--- src/rtl/rom_arb_pkg.sv ---
// Shared types for the two-port ROM read arbiter: default widths, requester ids and read tags.
// Optional grant statistics are enabled with ROM_RD_ARBITER_STAT_EN (see rom_rd_arbiter).
package rom_arb_pkg;

  localparam int ROM_AW = 8;
  localparam int ROM_DW = 8;
  localparam int CNT_W  = 16;

  typedef enum logic {
    ID_P0 = 1'b0,
    ID_P1 = 1'b1
  } req_id_t;

  typedef struct packed {
    logic    valid;
    req_id_t id;
  } tag_t;

  localparam tag_t TAG_IDLE = '{valid: 1'b0, id: ID_P0};

  function automatic tag_t make_tag(input req_id_t id);
    return '{valid: 1'b1, id: id};
  endfunction

endpackage

--- src/rtl/rom_rd_arbiter_if.sv ---
// Read-request bundle for one ROM requester: request/address in, ack/returned word out.
// Requesters use the master modport, the arbiter uses the slave modport.
interface rom_rd_if #(
  parameter int AW = rom_arb_pkg::ROM_AW,
  parameter int DW = rom_arb_pkg::ROM_DW
);

  logic          req;
  logic [AW-1:0] addr;
  logic          ack;
  logic          rvalid;
  logic [DW-1:0] rdata;

  modport master (
    output req,
    output addr,
    input  ack,
    input  rvalid,
    input  rdata
  );

  modport slave (
    input  req,
    input  addr,
    output ack,
    output rvalid,
    output rdata
  );

endinterface

--- src/rtl/rom_arb_tag_pipe.sv ---
// Fixed-depth shift register of read tags; the head entry lines up with the ROM word on rom_q.
// Synchronous active-low reset invalidates every in-flight tag.
module rom_arb_tag_pipe
  import rom_arb_pkg::*;
#(
  parameter int DEPTH = 2
) (
  input  logic sys_clk,
  input  logic sys_rst_n,
  input  tag_t tag_in,
  output tag_t tag_head
);

  tag_t stage_q [DEPTH];
  tag_t stage_d [DEPTH];

  always_comb begin
    stage_d[0] = tag_in;
    for (int i = 1; i < DEPTH; i++) begin
      stage_d[i] = stage_q[i-1];
    end
  end

  always_ff @(posedge sys_clk) begin
    if (!sys_rst_n) begin
      for (int i = 0; i < DEPTH; i++) begin
        stage_q[i] <= TAG_IDLE;
      end
    end else begin
      stage_q <= stage_d;
    end
  end

  assign tag_head = stage_q[DEPTH-1];

endmodule

--- src/rtl/rom_rd_arbiter.sv ---
// Round-robin arbiter sharing one synchronous ROM between two requesters, with tagged returns.
// Define ROM_RD_ARBITER_STAT_EN to add per-port saturating grant counters and stat_clr.
module rom_rd_arbiter
  import rom_arb_pkg::*;
#(
  parameter int AW      = ROM_AW,
  parameter int DW      = ROM_DW,
  parameter int ROM_LAT = 1
) (
  input  logic          sys_clk,
  input  logic          sys_rst_n,
  rom_rd_if.slave       port0,
  rom_rd_if.slave       port1,
  output logic [AW-1:0] rom_addr,
  input  logic [DW-1:0] rom_q
`ifdef ROM_RD_ARBITER_STAT_EN
  ,
  input  logic             stat_clr,
  output logic [CNT_W-1:0] gnt_cnt0,
  output logic [CNT_W-1:0] gnt_cnt1
`endif
);

  logic          grant0;
  logic          grant1;
  req_id_t       ptr_q,      ptr_d;
  logic [AW-1:0] rom_addr_q, rom_addr_d;
  logic          rvalid0_q,  rvalid0_d;
  logic          rvalid1_q,  rvalid1_d;
  logic [DW-1:0] rdata0_q,   rdata0_d;
  logic [DW-1:0] rdata1_q,   rdata1_d;
  tag_t          tag_in;
  tag_t          tag_head;

  // ptr_q names the port that wins when both request; acks are forced low during reset.
  always_comb begin
    grant0     = 1'b0;
    grant1     = 1'b0;
    ptr_d      = ptr_q;
    rom_addr_d = rom_addr_q;
    tag_in     = TAG_IDLE;
    if (sys_rst_n) begin
      if (port0.req && (!port1.req || ptr_q == ID_P0)) begin
        grant0 = 1'b1;
      end else if (port1.req) begin
        grant1 = 1'b1;
      end
    end
    if (grant0) begin
      ptr_d      = ID_P1;
      rom_addr_d = port0.addr;
      tag_in     = make_tag(ID_P0);
    end else if (grant1) begin
      ptr_d      = ID_P0;
      rom_addr_d = port1.addr;
      tag_in     = make_tag(ID_P1);
    end
  end

  always_comb begin
    rvalid0_d = tag_head.valid && (tag_head.id == ID_P0);
    rvalid1_d = tag_head.valid && (tag_head.id == ID_P1);
    rdata0_d  = rvalid0_d ? rom_q : rdata0_q;
    rdata1_d  = rvalid1_d ? rom_q : rdata1_q;
  end

  always_ff @(posedge sys_clk) begin
    if (!sys_rst_n) begin
      ptr_q      <= ID_P0;
      rom_addr_q <= '0;
      rvalid0_q  <= 1'b0;
      rvalid1_q  <= 1'b0;
      rdata0_q   <= '0;
      rdata1_q   <= '0;
    end else begin
      ptr_q      <= ptr_d;
      rom_addr_q <= rom_addr_d;
      rvalid0_q  <= rvalid0_d;
      rvalid1_q  <= rvalid1_d;
      rdata0_q   <= rdata0_d;
      rdata1_q   <= rdata1_d;
    end
  end

  // One extra stage beyond the ROM latency covers the registered rom_addr.
  rom_arb_tag_pipe #(
    .DEPTH (ROM_LAT + 1)
  ) u_tag_pipe (
    .sys_clk   (sys_clk),
    .sys_rst_n (sys_rst_n),
    .tag_in    (tag_in),
    .tag_head  (tag_head)
  );

  assign port0.ack    = grant0;
  assign port1.ack    = grant1;
  assign port0.rvalid = rvalid0_q;
  assign port1.rvalid = rvalid1_q;
  assign port0.rdata  = rdata0_q;
  assign port1.rdata  = rdata1_q;
  assign rom_addr     = rom_addr_q;

`ifdef ROM_RD_ARBITER_STAT_EN
  logic [CNT_W-1:0] gnt_cnt0_q, gnt_cnt0_d;
  logic [CNT_W-1:0] gnt_cnt1_q, gnt_cnt1_d;

  // Clear beats increment; counters stick at all-ones.
  always_comb begin
    gnt_cnt0_d = gnt_cnt0_q;
    gnt_cnt1_d = gnt_cnt1_q;
    if (stat_clr) begin
      gnt_cnt0_d = '0;
      gnt_cnt1_d = '0;
    end else begin
      if (grant0 && (gnt_cnt0_q != '1)) gnt_cnt0_d = gnt_cnt0_q + 1'b1;
      if (grant1 && (gnt_cnt1_q != '1)) gnt_cnt1_d = gnt_cnt1_q + 1'b1;
    end
  end

  always_ff @(posedge sys_clk) begin
    if (!sys_rst_n) begin
      gnt_cnt0_q <= '0;
      gnt_cnt1_q <= '0;
    end else begin
      gnt_cnt0_q <= gnt_cnt0_d;
      gnt_cnt1_q <= gnt_cnt1_d;
    end
  end

  assign gnt_cnt0 = gnt_cnt0_q;
  assign gnt_cnt1 = gnt_cnt1_q;
`endif

endmodule

--- src/flat_wrapper.sv ---
// flat-port wrapper written by rule: the top's interface ports become plain ports
module rom_rd_arbiter_flat import rom_arb_pkg::*;
#(
  parameter int AW      = ROM_AW,
  parameter int DW      = ROM_DW,
  parameter int ROM_LAT = 1
)
  (sys_clk, sys_rst_n, rom_addr, rom_q, port0_req, port0_addr, port0_ack, port0_rvalid, port0_rdata, port1_req, port1_addr, port1_ack, port1_rvalid, port1_rdata);
  rom_rd_if #(.AW(AW), .DW(DW)) port0_i ();
  rom_rd_if #(.AW(AW), .DW(DW)) port1_i ();
  input  logic sys_clk;
  input  logic sys_rst_n;
  output logic [AW-1:0] rom_addr;
  input  logic [DW-1:0] rom_q;
  input wire logic [$bits(port0_i.req)-1:0] port0_req;
  input wire logic [$bits(port0_i.addr)-1:0] port0_addr;
  output wire logic [$bits(port0_i.ack)-1:0] port0_ack;
  output wire logic [$bits(port0_i.rvalid)-1:0] port0_rvalid;
  output wire logic [$bits(port0_i.rdata)-1:0] port0_rdata;
  input wire logic [$bits(port1_i.req)-1:0] port1_req;
  input wire logic [$bits(port1_i.addr)-1:0] port1_addr;
  output wire logic [$bits(port1_i.ack)-1:0] port1_ack;
  output wire logic [$bits(port1_i.rvalid)-1:0] port1_rvalid;
  output wire logic [$bits(port1_i.rdata)-1:0] port1_rdata;
  assign port0_i.req = port0_req;
  assign port0_i.addr = port0_addr;
  assign port0_ack = port0_i.ack;
  assign port0_rvalid = port0_i.rvalid;
  assign port0_rdata = port0_i.rdata;
  assign port1_i.req = port1_req;
  assign port1_i.addr = port1_addr;
  assign port1_ack = port1_i.ack;
  assign port1_rvalid = port1_i.rvalid;
  assign port1_rdata = port1_i.rdata;
  rom_rd_arbiter #(.AW(AW), .DW(DW), .ROM_LAT(ROM_LAT)) u_core (.sys_clk(sys_clk), .sys_rst_n(sys_rst_n), .port0(port0_i), .port1(port1_i), .rom_addr(rom_addr), .rom_q(rom_q));
endmodule
--- config.mk ---
export PLATFORM = sky130hd
export DESIGN_NAME = rom_rd_arbiter_flat
export DESIGN_NICKNAME = d
export VERILOG_FILES = /design/src/rtl/rom_arb_pkg.sv /design/src/rtl/rom_rd_arbiter_if.sv /design/src/rtl/rom_arb_tag_pipe.sv /design/src/rtl/rom_rd_arbiter.sv /design/src/flat_wrapper.sv
export SDC_FILE = /design/constraint.sdc
export NUM_CORES = 1
export LEC_CHECK = 0
export ABC_AREA = 1
export CAP_MARGIN = 25
export CORE_MARGIN = 2
export CORE_UTILIZATION = 41
export DETAILED_ROUTE_END_ITERATION = 10
export PLACE_DENSITY = 0.79
export SYNTH_ARGS = -nofsm -noshare
export SYNTH_HDL_FRONTEND = slang
export SYNTH_SLANG_ARGS = --single-unit
--- constraint.sdc ---
create_clock -name sys_clk -period 1.2 [get_ports sys_clk]
set_clock_uncertainty 0.1 [all_clocks]
set_input_delay 0.24 -clock sys_clk [delete_from_list [all_inputs] [get_ports sys_clk]]
set_output_delay 0.24 -clock sys_clk [all_outputs]
set_load 0.02 [all_outputs]
==> impl_results.md <==
- Row count: 20
- H-tree Lvls: 2
- Finished Layout Cells: 268
- First-pass GRT wire length: 4610 um
- Final period utilization: 114%
- Final Setup Violations: 10
- Routed len/inst: 11.0 um
- Synth area leader: dfxtp_1
- Die height: 60.0 um
- Synth top area cells: dfxtp_1 48%, nor2_1 15%, nand2_1 8.2%
- TNS Setup: -0.545 ns
- Register area: 639 um^2
- Antenna Nets Post-Route: 0
- Via count: 1246
- Clk buf depth: 2
- CTS tree: done
- Crit Path Max Fanout: 3
- Final min period: 1.37 ns
- Worst setup path class: reg2out
- N_diodes: 0
- Max Slew Vio Count: 0
- Reg2Reg Setup Slack: -0.04 ns
- Placed cell count: 259
- Largest net degree at the start of global routing: 19
- Layout Area Growth over Synthesis: 54.9%
- Critical Path RT: 0.86 ns
- WP data arrival: 1.03 ns
- Core ar.: 0.00300 mm^2
- Initial core utilization: 42.7%
- Failing checks: negative setup slack
- Number of global-route vias before repair: 1035
- IO Count: 56
- Initial DRC Count: 28
- Total of max-cap violations: 0
- #FFs+latches synth: 31
- Measured slew at the worst slew-check pin: 0.246 ns
- Seq/Total Area, Yosys: 48.3%
- Worst R2R Start: u_core.ptr_q
- Core Util, Final: 66.2%
- RSZ-0062 raised after global routing: true
- # DRC: 0
- PD cells: 1320 mW/mm^2
- Syn nets: 196
- Depth of the worst register-to-register path: 8
- Worst setup endpoint: port1_ack
- Fin. Hold Viols: 0
- Netlist cell types: 17
- Final WS setup: -0.173 ns
- Avg Cell Area, Syn: 7.64 um^2
- Grt ovf: 0
- Post-synth top area share: 48.3%
- Power, Total: 0.00262 W
- LEAKAGE: 0.960 nW
- Routability cong.: 0.720
- Crit start category: flip-flop
- IO Port Bufs: 55
- Worst rel slew slack: 83.6%
- Drt first pass iters: 4
- TritonCTS Buffers: 5
- Share of layout cells above drive strength 1: 32.3%
- Hpwl dp: 2110 um
- Area of the multi-input gates: 578 um^2
- Global-route usage over all layers: 17.4%
- Crit Reg-Reg Endpoint: u_core.rom_addr[1]
- Hold crit path type: reg2reg
- Final hold slack: 0.319 ns
- Total Nets Final: 262
- Fillcell total: 275
- Die area: 0.00359 mm^2
- F_max: 728 MHz
- Peak supply drop: 961 uV
- Clk_lat worst skew: 0.33 ns
- Antenna violations before repair: 0
- Yosys warns: 0
- Endpoint type of the worst setup path: primary output
- Most frequent cells in the layout: 46 x nor2_1, 28 x nand2_1, 26 x buf_4
- Reg clk slew, reported paths: 0.10 ns
- Final WL: 2950 um
- Outcome: complete, but fails checks
- Vias/cell: 4.65
- Cells after Synth: 168
- Root buffer cell: clkbuf_4
- Crit path launch: u_core.ptr_q
- CTS Sinks: 31
- Die X: 60.0 um
- Mapped Area: 0.00128 mm^2
- Most common cell after layout, fill and taps aside: nor2_1
per-layer routing:
layer	share of wire [%]	track usage (%)
met5	0	0
met4	1.7	7.30
met3	4.7	5.19
met2	48	26.2
met1	45	23.0
per-stage QoR:
stage | area (um^2) | setup slack, ns
3_5_place_dp | 1890 | -0.795
4_1_cts | 1900 | -0.198
6_report | 1990 | -0.173
2_1_floorplan | 1280 | 0.0289
3_3_place_gp | 1890 | -0.775
5_1_grt | 1990 | -0.230
critical path, cell delays in order (launching register included):
cell,delay (ns)
dfxtp_4,0.37
inv_2,0.06
nand2_4,0.04
nand2_4,0.07
inv_2,0.03
buf_6,0.12
state kept, by name, indices dropped and copies added, names as in the netlist:
| name | count |
|---|---|
| u_core.rom_addr | 8 |
| u_core.port1.rvalid | 1 |
| u_core.port0.rvalid | 1 |
| u_core.port0.rdata | 8 |
| u_core.u_tag_pipe.tag_head | 2 |
| u_core.port1.rdata | 8 |
| u_core.u_tag_pipe.stage_d | 2 |
| u_core.ptr_q | 1 |
how the worst min path moves through the flow:
stage,to,depth (start not counted),start,slack [ns]
floorplan,u_core.port0.rdata[0],2,rom_q[0],0.27
global route,u_core.u_tag_pipe.tag_head[0],2,u_core.u_tag_pipe.stage_d[0],0.33
finish,u_core.u_tag_pipe.tag_head[0],2,u_core.u_tag_pipe.stage_d[0],0.32
global placement,u_core.u_tag_pipe.tag_head[0],2,u_core.u_tag_pipe.stage_d[0],0.30
detailed placement,u_core.u_tag_pipe.tag_head[1],2,u_core.u_tag_pipe.stage_d[1],0.31
CTS,u_core.u_tag_pipe.tag_head[0],2,u_core.u_tag_pipe.stage_d[0],0.33
Yosys cell counts, drive strengths merged:
cell and n:
o21ai 17, clkinv 3, nand3b 8, nand4 8
nand2 32, clkbuf 1, nor2 52, nand3 1
dfxtp 31, buf 6, inv 9
timing repair:
| item | CTS | global route |
|---|---|---|
| endpoints found under the setup margin | 36 | 39 |
| gates resized for setup | 132 | 37 |
| pin swaps | 1 | 0 |
| buffers inserted | 1 | 0 |
| hold buffers | 0 | 0 |
power by group:
part           leakage, nW  internal, W  total [W]  switching (W)
combinational        0.649     0.000238   0.000487       0.000250
sequential           0.260      0.00109    0.00112      0.0000289
clock               0.0514     0.000648    0.00101       0.000363
total                0.960      0.00198    0.00262       0.000642
area by class of cell:
type	instances	area share, %
timing repair buffer	66	28.7
clock inverter	3	3.40
multi-input combinational	118	29.1
sequential	31	32.2
clock buffer	5	1.89
tap	33	2.08
inverter	12	2.71
cells by family after synthesis:
family	Yosys count	share of synthesized area (%)
buf+inv	19	8.19
flops	31	48.3
compound gates	17	6.63
simple gates	101	36.8
Power figures use the tool's default switching activity.
